**config.mk**
```make
export PLATFORM = sky130hd
export DESIGN_NAME = mul_iter_unit
export DESIGN_NICKNAME = d
export VERILOG_FILES = /design/src/rtl/mul_pkg.sv /design/src/rtl/mul_shift_add_core.sv /design/src/rtl/mul_iter_unit.sv
export SDC_FILE = /design/constraint.sdc
export NUM_CORES = 1
export LEC_CHECK = 0
export ABC_CLOCK_PERIOD_IN_PS = 4200
export CAP_MARGIN = 40
export CORE_ASPECT_RATIO = 1.5
export CORE_UTILIZATION = 35
export CTS_BUF_LIST = sky130_fd_sc_hd__clkbuf_4 sky130_fd_sc_hd__clkbuf_8
export DETAILED_ROUTE_END_ITERATION = 16
export SLEW_MARGIN = 0
export SYNTH_ARGS = -nofsm -noshare
export SYNTH_HDL_FRONTEND = slang
export SYNTH_HIERARCHICAL = 1
export SYNTH_SLANG_ARGS = --single-unit
export TNS_END_PERCENT = 100
```
**constraint.sdc**
```tcl
create_clock -name clk -period 4.2 [get_ports clk]
set_input_delay 0.63 -clock clk [delete_from_list [all_inputs] [get_ports clk]]
set_output_delay 0.63 -clock clk [all_outputs]
set_load 0.01 [all_outputs]
```
**src/rtl/mul_pkg.sv**
```systemverilog
// Shared definitions for the iterative multiplier: op encodings, FSM states
// and the iteration counter width.
package mul_pkg;

  localparam logic [1:0] OP_MUL   = 2'b00;
  localparam logic [1:0] OP_UMULL = 2'b01;
  localparam logic [1:0] OP_SMULL = 2'b10;

  typedef enum logic [1:0] {
    S_IDLE = 2'b00,
    S_CALC = 2'b01,
    S_FIX  = 2'b10,
    S_DONE = 2'b11
  } state_e;

  function automatic int cnt_width(input int width);
    return (width > 2) ? $clog2(width) : 1;
  endfunction

  localparam int MUL_DEF_WIDTH = 32;
  localparam int CNT_W         = cnt_width(MUL_DEF_WIDTH);

endpackage

```
**src/rtl/mul_shift_add_core.sv**
```systemverilog
// Shift-add datapath: magnitude operands, accumulator, iteration counter and final negate.
// MUL_EARLY_TERM_EN: end iterating once the remaining multiplier bits are all zero.
module mul_shift_add_core
  import mul_pkg::*;
#(
  parameter int WIDTH = MUL_DEF_WIDTH,
  parameter int CW    = CNT_W
) (
  input  logic               clk,
  input  logic               reset_n,
  input  logic               load,
  input  logic               step,
  input  logic               fix,
  input  logic               is_signed,
  input  logic [WIDTH-1:0]   src_a,
  input  logic [WIDTH-1:0]   src_b,
  output logic               last,
  output logic [2*WIDTH-1:0] acc
);

  function automatic logic [WIDTH-1:0] abs_val(input logic signed [WIDTH-1:0] x);
    // The most negative value maps onto itself, which is the correct unsigned magnitude.
    return x[WIDTH-1] ? WIDTH'(-x) : WIDTH'(x);
  endfunction

  logic [WIDTH-1:0]   mcand;
  logic [WIDTH-1:0]   mplier;
  logic [CW-1:0]      cnt;
  logic               neg;
  logic [2*WIDTH-1:0] addend;

  always_comb begin
    addend = '0;
    if (mplier[0]) addend = {{WIDTH{1'b0}}, mcand} << cnt;
  end

  always_comb begin
`ifdef MUL_EARLY_TERM_EN
    last = (cnt == CW'(WIDTH-1)) || (mplier[WIDTH-1:1] == '0);
`else
    last = (cnt == CW'(WIDTH-1));
`endif
  end

  always_ff @(posedge clk or negedge reset_n) begin
    if (!reset_n) begin
      mcand  <= '0;
      mplier <= '0;
      cnt    <= '0;
      neg    <= 1'b0;
      acc    <= '0;
    end else if (load) begin
      mcand  <= is_signed ? abs_val(src_a) : src_a;
      mplier <= is_signed ? abs_val(src_b) : src_b;
      neg    <= is_signed & (src_a[WIDTH-1] ^ src_b[WIDTH-1]);
      cnt    <= '0;
      acc    <= '0;
    end else if (step) begin
      acc    <= acc + addend;
      mplier <= mplier >> 1;
      cnt    <= cnt + CW'(1);
    end else if (fix && neg) begin
      acc    <= -acc;
    end
  end

endmodule

```
**src/rtl/mul_iter_unit.sv**
```systemverilog
// Iterative MUL/UMULL/SMULL unit: FSM, start/flush handshake and write-back address latches.
// MUL_EARLY_TERM_EN (see mul_shift_add_core) shortens CALC for small multipliers.
module mul_iter_unit
  import mul_pkg::*;
#(
  parameter int WIDTH = MUL_DEF_WIDTH
) (
  input  logic             clk,
  input  logic             reset_n,
  input  logic             start,
  input  logic [1:0]       op,
  input  logic [WIDTH-1:0] src_a,
  input  logic [WIDTH-1:0] src_b,
  input  logic [3:0]       wa_lo,
  input  logic [3:0]       wa_hi,
  input  logic             flush,
  output logic             busy,
  output logic             done,
  output logic [WIDTH-1:0] result_lo,
  output logic [WIDTH-1:0] result_hi,
  output logic             we_lo,
  output logic             we_hi,
  output logic [3:0]       wd_lo_addr,
  output logic [3:0]       wd_hi_addr
);

  state_e             state;
  state_e             state_nx;
  logic [1:0]         op_q;
  logic               accept;
  logic               last;
  logic [2*WIDTH-1:0] acc;

  assign accept = (state == S_IDLE) && start && !flush;

  always_ff @(posedge clk or negedge reset_n) begin
    if (!reset_n) state <= S_IDLE;
    else          state <= state_nx;
  end

  always_comb begin
    state_nx = state;
    unique case (state)
      S_IDLE: if (accept) state_nx = S_CALC;
      S_CALC: begin
        if (flush)     state_nx = S_IDLE;
        else if (last) state_nx = S_FIX;
      end
      S_FIX:  state_nx = flush ? S_IDLE : S_DONE;
      S_DONE: state_nx = S_IDLE;
      default: state_nx = S_IDLE;
    endcase
  end

  always_ff @(posedge clk or negedge reset_n) begin
    if (!reset_n) begin
      op_q       <= OP_MUL;
      wd_lo_addr <= '0;
      wd_hi_addr <= '0;
    end else if (accept) begin
      op_q       <= op;
      wd_lo_addr <= wa_lo;
      wd_hi_addr <= wa_hi;
    end
  end

  mul_shift_add_core #(
    .WIDTH (WIDTH),
    .CW    (cnt_width(WIDTH))
  ) u_core (
    .clk       (clk),
    .reset_n   (reset_n),
    .load      (accept),
    .step      ((state == S_CALC) && !flush),
    .fix       ((state == S_FIX) && !flush),
    .is_signed (op == OP_SMULL),
    .src_a     (src_a),
    .src_b     (src_b),
    .last      (last),
    .acc       (acc)
  );

  // MUL still presents the full upper half; only its write enable is suppressed.
  assign busy      = (state != S_IDLE);
  assign done      = (state == S_DONE);
  assign we_lo     = done;
  assign we_hi     = done && ((op_q == OP_UMULL) || (op_q == OP_SMULL));
  assign result_lo = acc[WIDTH-1:0];
  assign result_hi = acc[2*WIDTH-1:WIDTH];

endmodule

```
Word-level counts from Yosys, hierarchy flattened. Cells that the tools add are included.

Bits of input ports: 78. Output and inout port bits: 76. Flip-flop bits (word level): 146. Word-level logic and storage cells: 56.

Reduce and logical (&&, ||, !) cells: 13. Bitwise logic cells: 2. Add/subtract/negate cells: 5. Shift operators: 1. Muxes and demuxes: 17. Equality and inequality tests: 9.

Operators by type and width (count): $mux 64 (4); $mux 32 (6); $add 64x64->64 (1); $neg 32->32 (2); $neg 64->64 (1); $shl 32x5->64 (1); $mux 5 (2); $eq 2x2->1 const B (4); $mux 2 (4); $pmux 2 s4 (1); $logic_and 1x1->1 (6); $add 5x1->5 const B (1); $eq 5x5->1 const B (1); $eq 2x1->1 const B (2); $reduce_bool 2->1 (2); $ne 3x3->1 const B (1); $reduce_bool 3->1 (1); $logic_not 2->1 (1); $ne 2x2->1 const B (1); $reduce_and 2->1 (1); $and 1x1->1 (1); $logic_not 1->1 (1); $logic_or 1x1->1 (1); $xor 1x1->1 (1).

Longest topological paths before layout. Gate-level depths: netlist of run 1.

Depth in word-level cells: 6. Depth in mapped cells: 22. Depth with buffers taken out: 20.

Modules after synthesis. Netlist of run 1, hierarchy kept.

Modules (own cells, without submodules): mul_shift_add_core (cells each 1736, times used 1, sequential area each 3353.2 um^2, area each 13683.1 um^2); mul_iter_unit (cells each 38, times used 1, sequential area each 300.3 um^2, area each 536.8 um^2).

Worst setup path before layout of run 1. Ideal clock, no wire load.

Kind: register -> register. Start point: reg u_core.cnt[0]. End point: reg u_core.acc[63]. Arrival time: 4.466 ns. Library setup time: 0.128 ns. Required time: 4.072 ns. Path slack: -0.394 ns. Buffers on the path: 4. Cell stages (with the launch flop): 23. Clock period less this slack: 4.594 ns. Cells stage by stage: dfrtp_1 > clkbuf_1 > buf_1 > buf_2 > mux2i_1 > a21oi_1 > nand2_1 > o21a_1 > mux2_2 > mux2i_1 > and2_1 > ha_1 > buf_2 > a21o_1 > a21o_1 > a21oi_1 > nand2_1 > a2111oi_2 > a22oi_2 > a221oi_2 > o41a_1 > a21oi_1 > mux2_1.

Word-level cells in the longest chain between the ends: 5.

RTL lines: start, declared (RTL line mul_shift_add_core.sv:28) `logic [CW-1:0] cnt;`; start signal, assigned (RTL line mul_shift_add_core.sv:61) `cnt <= cnt + CW'(1);`; $shl 32x5->64 (RTL line mul_shift_add_core.sv:34) `if (mplier[0]) addend = {{WIDTH{1'b0}}, mcand} << cnt;`; $mux 64 (RTL line mul_shift_add_core.sv:34); $add 64x64->64 (RTL line mul_shift_add_core.sv:59) `acc <= acc + addend;`; $mux 64 (RTL line mul_shift_add_core.sv:58) `end else if (step) begin`; $mux 64 (RTL line mul_shift_add_core.sv:52) `end else if (load) begin`; end signal, assigned (RTL line mul_shift_add_core.sv:59); end signal, assigned (RTL line mul_shift_add_core.sv:63) `acc <= -acc;`; end, declared (RTL line mul_shift_add_core.sv:18) `output logic [2*WIDTH-1:0] acc`.

Every way passes these cells. A chain may end at the register's enable or synchronous reset.

Worst setup path in the final report of run 1.
Start point: reg u_core.cnt[0]. End point: reg u_core.acc[59].

Same word-level chain as after synthesis.

==> results of run 1 <==
registers in the layout, indices dropped and copies added, names as in the netlist:
name	flops
u_core/acc	64
u_core/mcand	32
u_core/mplier	32
u_core/cnt	5
wd_hi_addr	4
wd_lo_addr	4
op_q	2
state	2
u_core/neg	1
stage by stage:
step	std cells	hold slack, ns	power, mW	setup WS (ns)	setup TNS [ns]
after floorplan	1774	0.334	5.18	0.000875	0
after global placement	2636	0.474	8.02	-0.444	-8.06
after detailed placement	2637	0.496	8.09	-0.480	-7.93
after CTS	2696	0.517	9.94	-0.214	-2.01
after global routing	2724	0.529	11.3	-0.519	-8.96
final	2724	0.510	10.7	-0.308	-3.12
metal layers:
layer | global-route usage (%) | vias to the layer above
li1 | - | 7307
met1 | 27.3 | 7228
met2 | 43.6 | 340
met3 | 2.14 | 101
met4 | 12.6 | 0
met5 | 0 | -
worst register-to-register path, stage by stage (launching register included):
cell and delay [ns]:
dfrtp_2 0.48, buf_12 0.15, buf_4 0.10, mux4_2 0.50, mux2i_1 0.21, mux2_4 0.21, buf_4 0.10, buf_4 0.09
nand2_1 0.06, o311a_1 0.17, ha_2 0.37, buf_4 0.17, nand4_1 0.14, a211o_1 0.33, a22oi_2 0.28, a221oi_2 0.12
buf_4 0.16, o31a_1 0.32, or4_1 0.41, nand3_1 0.08
cells by family (layout without fill, tap and decap cells):
logic type | after synthesis | count (layout) | synth area share [%]
fa+ha+maj | 69 | 69 | 6.12
compound gates | 519 | 519 | 22.8
flops | 146 | 146 | 25.7
simple gates | 602 | 602 | 20.5
mux | 121 | 121 | 10.2
buf+inv | 145 | 588 | 4.07
xor+xnor | 172 | 172 | 10.6
other cells | 0 | 1 | 0
area by class of cell:
class / instances / area [um^2]
Multi-Input combinational cell: 1483 / 11300
Antenna cell: 1 / 2.50
Timing Repair Buffer: 517 / 4530
Sequential cell: 146 / 3650
Fill cell: 3800 / 19400
Clock inverter: 15 / 140
Clock buffer: 17 / 234
Tap cell: 506 / 633
Inverter: 39 / 153
placed cells by master, fill, tap and decap left out, drive strengths merged, types with 6 or more instances in the layout:
master / count
o21ai: 116
o41ai: 9
a21o: 45
mux2: 31
a21oi: 173
nand2: 168
nand2b: 13
nor4: 21
a211oi: 52
mux2i: 74
ha: 68
o211ai: 6
nor2: 211
xnor2: 93
o21a: 6
or3: 18
and3: 11
dfrtp: 146
and2: 21
xor2: 79
nand3: 26
or4: 6
inv: 46
nand4: 25
nor2b: 19
o31ai: 16
mux4: 16
o21bai: 12
or2: 6
clkbuf: 17
clkdlybuf4s50: 152
o22ai: 26
nor3: 37
a31oi: 21
clkinv: 6
buf: 364
power by group:
part / switching (mW) / internal, mW / total [mW]
logic: 3.44 / 3.87 / 7.30
registers: 0.493 / 1.72 / 2.21
clock network: 0.711 / 0.435 / 1.15
how the worst max path moves through the flow:
stage / slack (ns) / cells after the start / endpoint / startpoint
CTS: -0.21 / 21 / u_core/acc[55] / u_core/cnt[0]
floorplan: 0.0009 / 20 / u_core/acc[63] / u_core/cnt[0]
global route: -0.52 / 21 / u_core/acc[62] / u_core/cnt[0]
detailed placement: -0.48 / 20 / u_core/acc[61] / u_core/cnt[0]
global placement: -0.44 / 20 / u_core/acc[55] / u_core/cnt[0]
finish: -0.31 / 19 / u_core/acc[59] / u_core/cnt[0]
timing repair:
| item | CTS | global route |
|---|---|---|
| hold buffers | 1 | 0 |
| gates resized for setup | 169 | 162 |
| cloned | 1 | 0 |
| endpoints found under the hold margin | 29 | 0 |
| pin swaps | 61 | 78 |
| buffers inserted | 27 | 32 |
| setup endpoints to repair | 32 | 42 |
==> results.txt, run 1 <==
status = finished, violations left
Final Hold Viols = 0
Ports = 154
Primary FF master, synth = dfrtp_1
layout net count = 2351
share of cells above drive strength 1 = 30.6%
Endpoint, Worst Hold = u_core/mplier[31]
Post-Synthesis Cells = 1774
Bufs on Longest Clock Path = 2
# clock sinks = 146
critical path's top delay family = compound AO/OA/AOI/OAI gates
DRC = 5
TritonRoute pass-1 iters = 12
FFs w/ async S/R, synth = 100%
post-synth top area share = 25.7%
M1 WL = 20400 um
Post-synth EDFFs = 0
Worst VDD drop = 277 uV
GRT Overall Usage = 23.8%
Commonest cells post-synth = nor2_1, a21oi_1, nand2_1, dfrtp_1, o21ai_0
largest net degree at the start of global routing = 194
CP startpoint kind = flop
global route overflow = 0
DP Area = 18400 um^2
DR iter-0 viols = 740
Cell Chain, Critical Path = buf_12, buf_4, mux4_2, mux2i_1, mux2_4, buf_4, buf_4, nand2_1, o311a_1, ha_2, buf_4, nand4_1, a211o_1, a22oi_2, a221oi_2, buf_4, o31a_1, or4_1, nand3_1
average size of a mapped cell = 8.02 um^2
Critical Path Max Stage Delay = 0.50 ns
hold crit path type = flop to flop
fin worst setup slack = -0.308 ns
GP Congestion = 0.914
Buf/Inv on CP = 6
worst-path fanout max = 6
Num CTS Buffers = 17
hold path cells = 1
P_leak = 8.65 nW
clk slew on worst S/H paths = 0.10 ns
initial antenna violation count = 1
power per cell area = 516 nW/um^2
main area contributors after synthesis = dfrtp_1, a21oi_1, ha_1
met2 wire len = 26400 um
Slew Viols, Final = 0
post-layout util = 51.6%
most used cell, CP = buf_4
syn_nets = 1921
FF-to-FF path depth = 19
Floorplan Core Area = 40100 um^2
vias in the first global route = 14900
ANT nets after route = 0
Worst Clk Skew = 0.0231 ns
failing checks = design-rule violations, negative setup slack
Req. time, crit path = 4.66 ns
Peak Freq = 0.222 GHz
# H-tree levels = 4
met3 WL = 1430 um
reg2reg end = u_core/acc[59]
Clk Latency, worst-skew pair = 0.53 ns
Setup crit end kind = flop
Post-DP HPWL = 38200 um
# rows = 90
Crit Path Category = flop to flop
reg2reg setup slack = -0.31 ns
Max-cap violations = 0
Slew @ Worst Pin = 0.833 ns
relative slew slack = 44.5%
Yosys reg bits = 146
top-count cell post-synth = nor2_1
Via density = 5.50
cell area after synthesis = 14200 um^2
Tmin final = 4.51 ns
routed wire length = 50600 um
Layout area overhead = 45.4%
Syn. warnings = 6
Worst Path Arrival = 4.97 ns
Synth area leader = dfrtp_1
TritonCTS clock tree = built
post-route cell area = 20700 um^2
number of port buffers = 153
RSZ-0062 raised after global routing = yes
first-pass GRT wire length = 78600 um
Avg WL per Cell = 18.6 um
DR vias = 15000
period utilization = 107%
sequential area share after synthesis = 25.7%
Critical Path Slowest Stage Cell = mux4_2
Die Area = 41500 um^2
final setup violation count = 22
synth unique cells = 85
Critical R2R Launch = u_core/cnt[0]
die width = 167 um
CTS root buf = clkbuf_8
Chip Height = 249 um
hold path startpoint = u_core/mplier[31]
highest routed layer = met4
Initial Util = 35.5%
Note: power is estimated with default switching activity, not from simulation.
==> run 2, diff against run 1 <==
Settings changed: CORE_ASPECT_RATIO 1.5 to 0.7, CORE_UTILIZATION 35 to 54, PLACE_DENSITY from default to 0.8.
==> results.txt, run 2 (synthesis results as in run 1) <==
status = finished, violations left
failing checks = negative setup slack
Ant. Diodes = 0
RSZ-0062 raised after global routing = yes
worst slack, placed = -0.494 ns
power per cell area = 526 nW/um^2
share of cells above drive strength 1 = 28.1%
met3 WL = 5260 um
Biggest register = u_core/acc
M1 WL = 22800 um
Final Hold Viols = 0
ANT nets after route = 0
Via density = 6.28
Die Area = 27000 um^2
die width = 196 um
Regs by FF count = u_core/acc (64), u_core/mcand (32), u_core/mplier (32)
number of port buffers = 153
Avg WL per Cell = 20.6 um
CP startpoint kind = flop
reg2reg setup slack = -0.29 ns
worst-path fanout max = 5
# clock sinks = 146
Slew Viols, Final = 0
Clk Latency, worst-skew pair = 0.49 ns
Largest register FFs = 64
Initial Util = 55.2%
GP Congestion = 0.988
vias in the first global route = 14900
Req. time, crit path = 4.60 ns
Num CTS Buffers = 17
DR vias = 15900
final setup violation count = 24
Critical Path Max Stage Delay = 0.53 ns
layout net count = 2333
period utilization = 107%
DRC = 0
Min Hold Slack = 0.151 ns
routed wire length = 52000 um
Worst VDD drop = 345 uV
Chip Height = 138 um
fin worst setup slack = -0.287 ns
Worst Clk Skew = 0.0256 ns
CTS root buf = clkbuf_8
Layout area overhead = 40.7%
relative slew slack = 30.8%
GRT Overall Usage = 37.6%
# rows = 49
most common cell after layout, fill and taps aside = buf_4
largest net degree at the start of global routing = 109
met2 wire len = 23100 um
global route overflow = 0
P_leak = 8.50 nW
TritonRoute pass-1 iters = 6
Cell Chain, Critical Path = buf_12, buf_8, mux4_2, mux2i_2, mux2_4, mux2i_1, and2_1, ha_1, and3_4, nand4_1, a211oi_4, o31ai_4, buf_6, a21oi_4, a21oi_4, or4_4, o2111ai_2, a32o_1
Post-DP HPWL = 37700 um
DR iter-0 viols = 1845
hold_buf cts = 0
TritonCTS clock tree = built
Crit Path Category = flop to flop
most used cell, CP = a21oi_4
initial antenna violation count = 0
Slew @ Worst Pin = 1.03 ns
Tmin final = 4.49 ns
Floorplan Core Area = 25700 um^2
Worst Path Arrival = 4.89 ns
Ports = 154
post-layout util = 77.7%
Setup crit end kind = flop
commonest non-fill, non-tap cells in the layout = buf_4, nor2_1, nand2_1
hold crit path type = input pin to async pin
Bufs on Longest Clock Path = 2
Critical Path Slowest Stage Cell = mux4_2
first-pass GRT wire length = 79700 um
Peak Freq = 0.223 GHz
# H-tree levels = 4
highest routed layer = met4
Max-cap violations = 0
clk slew on worst S/H paths = 0.09 ns
[run 2: changes by cell type in the layout (fill, tap and decap cells not counted), moves of 5 or more]
cell,delta
a21oi_1,+5
o21ai_0,+5
nand2_2,-7
mux2i_1,+8
buf_4,+11
buf_6,-28
nand2_1,+7
mux2i_4,-5
a21oi_2,-5
[run 2: worst max-delay path, delay by kind of cell (launching register included)]
kind	cells	cell delay [ns]
simple gates	4	1.20
flops	1	0.47
buf+inv	3	0.39
mux	4	1.02
fa+ha+maj	1	0.31
compound gates	6	1.00
[run 2: what timing repair did]
item	CTS	global route
cloned	1	0
resized for setup	153	88
pin swaps	37	15
endpoints found under the hold margin	0	0
setup endpoints to repair	36	41
buffers inserted	27	11
[run 2: final cells by class]
type	count	area [um^2]
Clock buffer	18	241
Fill cell	1749	5740
Clock inverter	14	199
Timing Repair Buffer	499	4270
Inverter	39	148
Tap cell	331	414
Sequential cell	146	3650
Multi-Input combinational cell	1483	11100
[run 2: per-layer routing]
layer  GRT usage (%)  vias to the layer above
li1                -                     7275
met1            52.1                     7635
met2            59.2                      878
met3            8.47                       88
met4            9.68                        0
met5               0                        -
[run 2: power by group]
group	switching (mW)	internal, mW
Sequential	0.488	1.72
Clock	0.663	0.618
Combinational	3.47	3.57
[run 2: worst paths after layout]
path,startpoint,endpoint,cells after the start
worst min register to register,u_core/mplier[31],u_core/mplier[31],1
worst max-delay path,u_core/cnt[0],u_core/acc[61],18
max in group asynchronous,reset_n,u_core/acc[46],2
worst max register to register,u_core/cnt[0],u_core/acc[61],18
worst min-delay path,reset_n,u_core/mplier[18],1
min in group clk,u_core/mplier[31],u_core/mplier[31],1
[run 2: metrics by stage]
| stage | area, um^2 | TNS, ns | power [mW] | instances |
|---|---|---|---|---|
| 6_report | 20000 | -3.81 | 10.5 | 2530 |
| 2_1_floorplan | 14300 | 0 | 5.18 | 1774 |
| 5_1_grt | 20000 | -8.45 | 11.0 | 2530 |
| 4_1_cts | 19600 | -1.05 | 9.97 | 2520 |
| 3_5_place_dp | 18200 | -8.90 | 8.04 | 2462 |
| 3_3_place_gp | 18200 | -7.42 | 7.92 | 2462 |
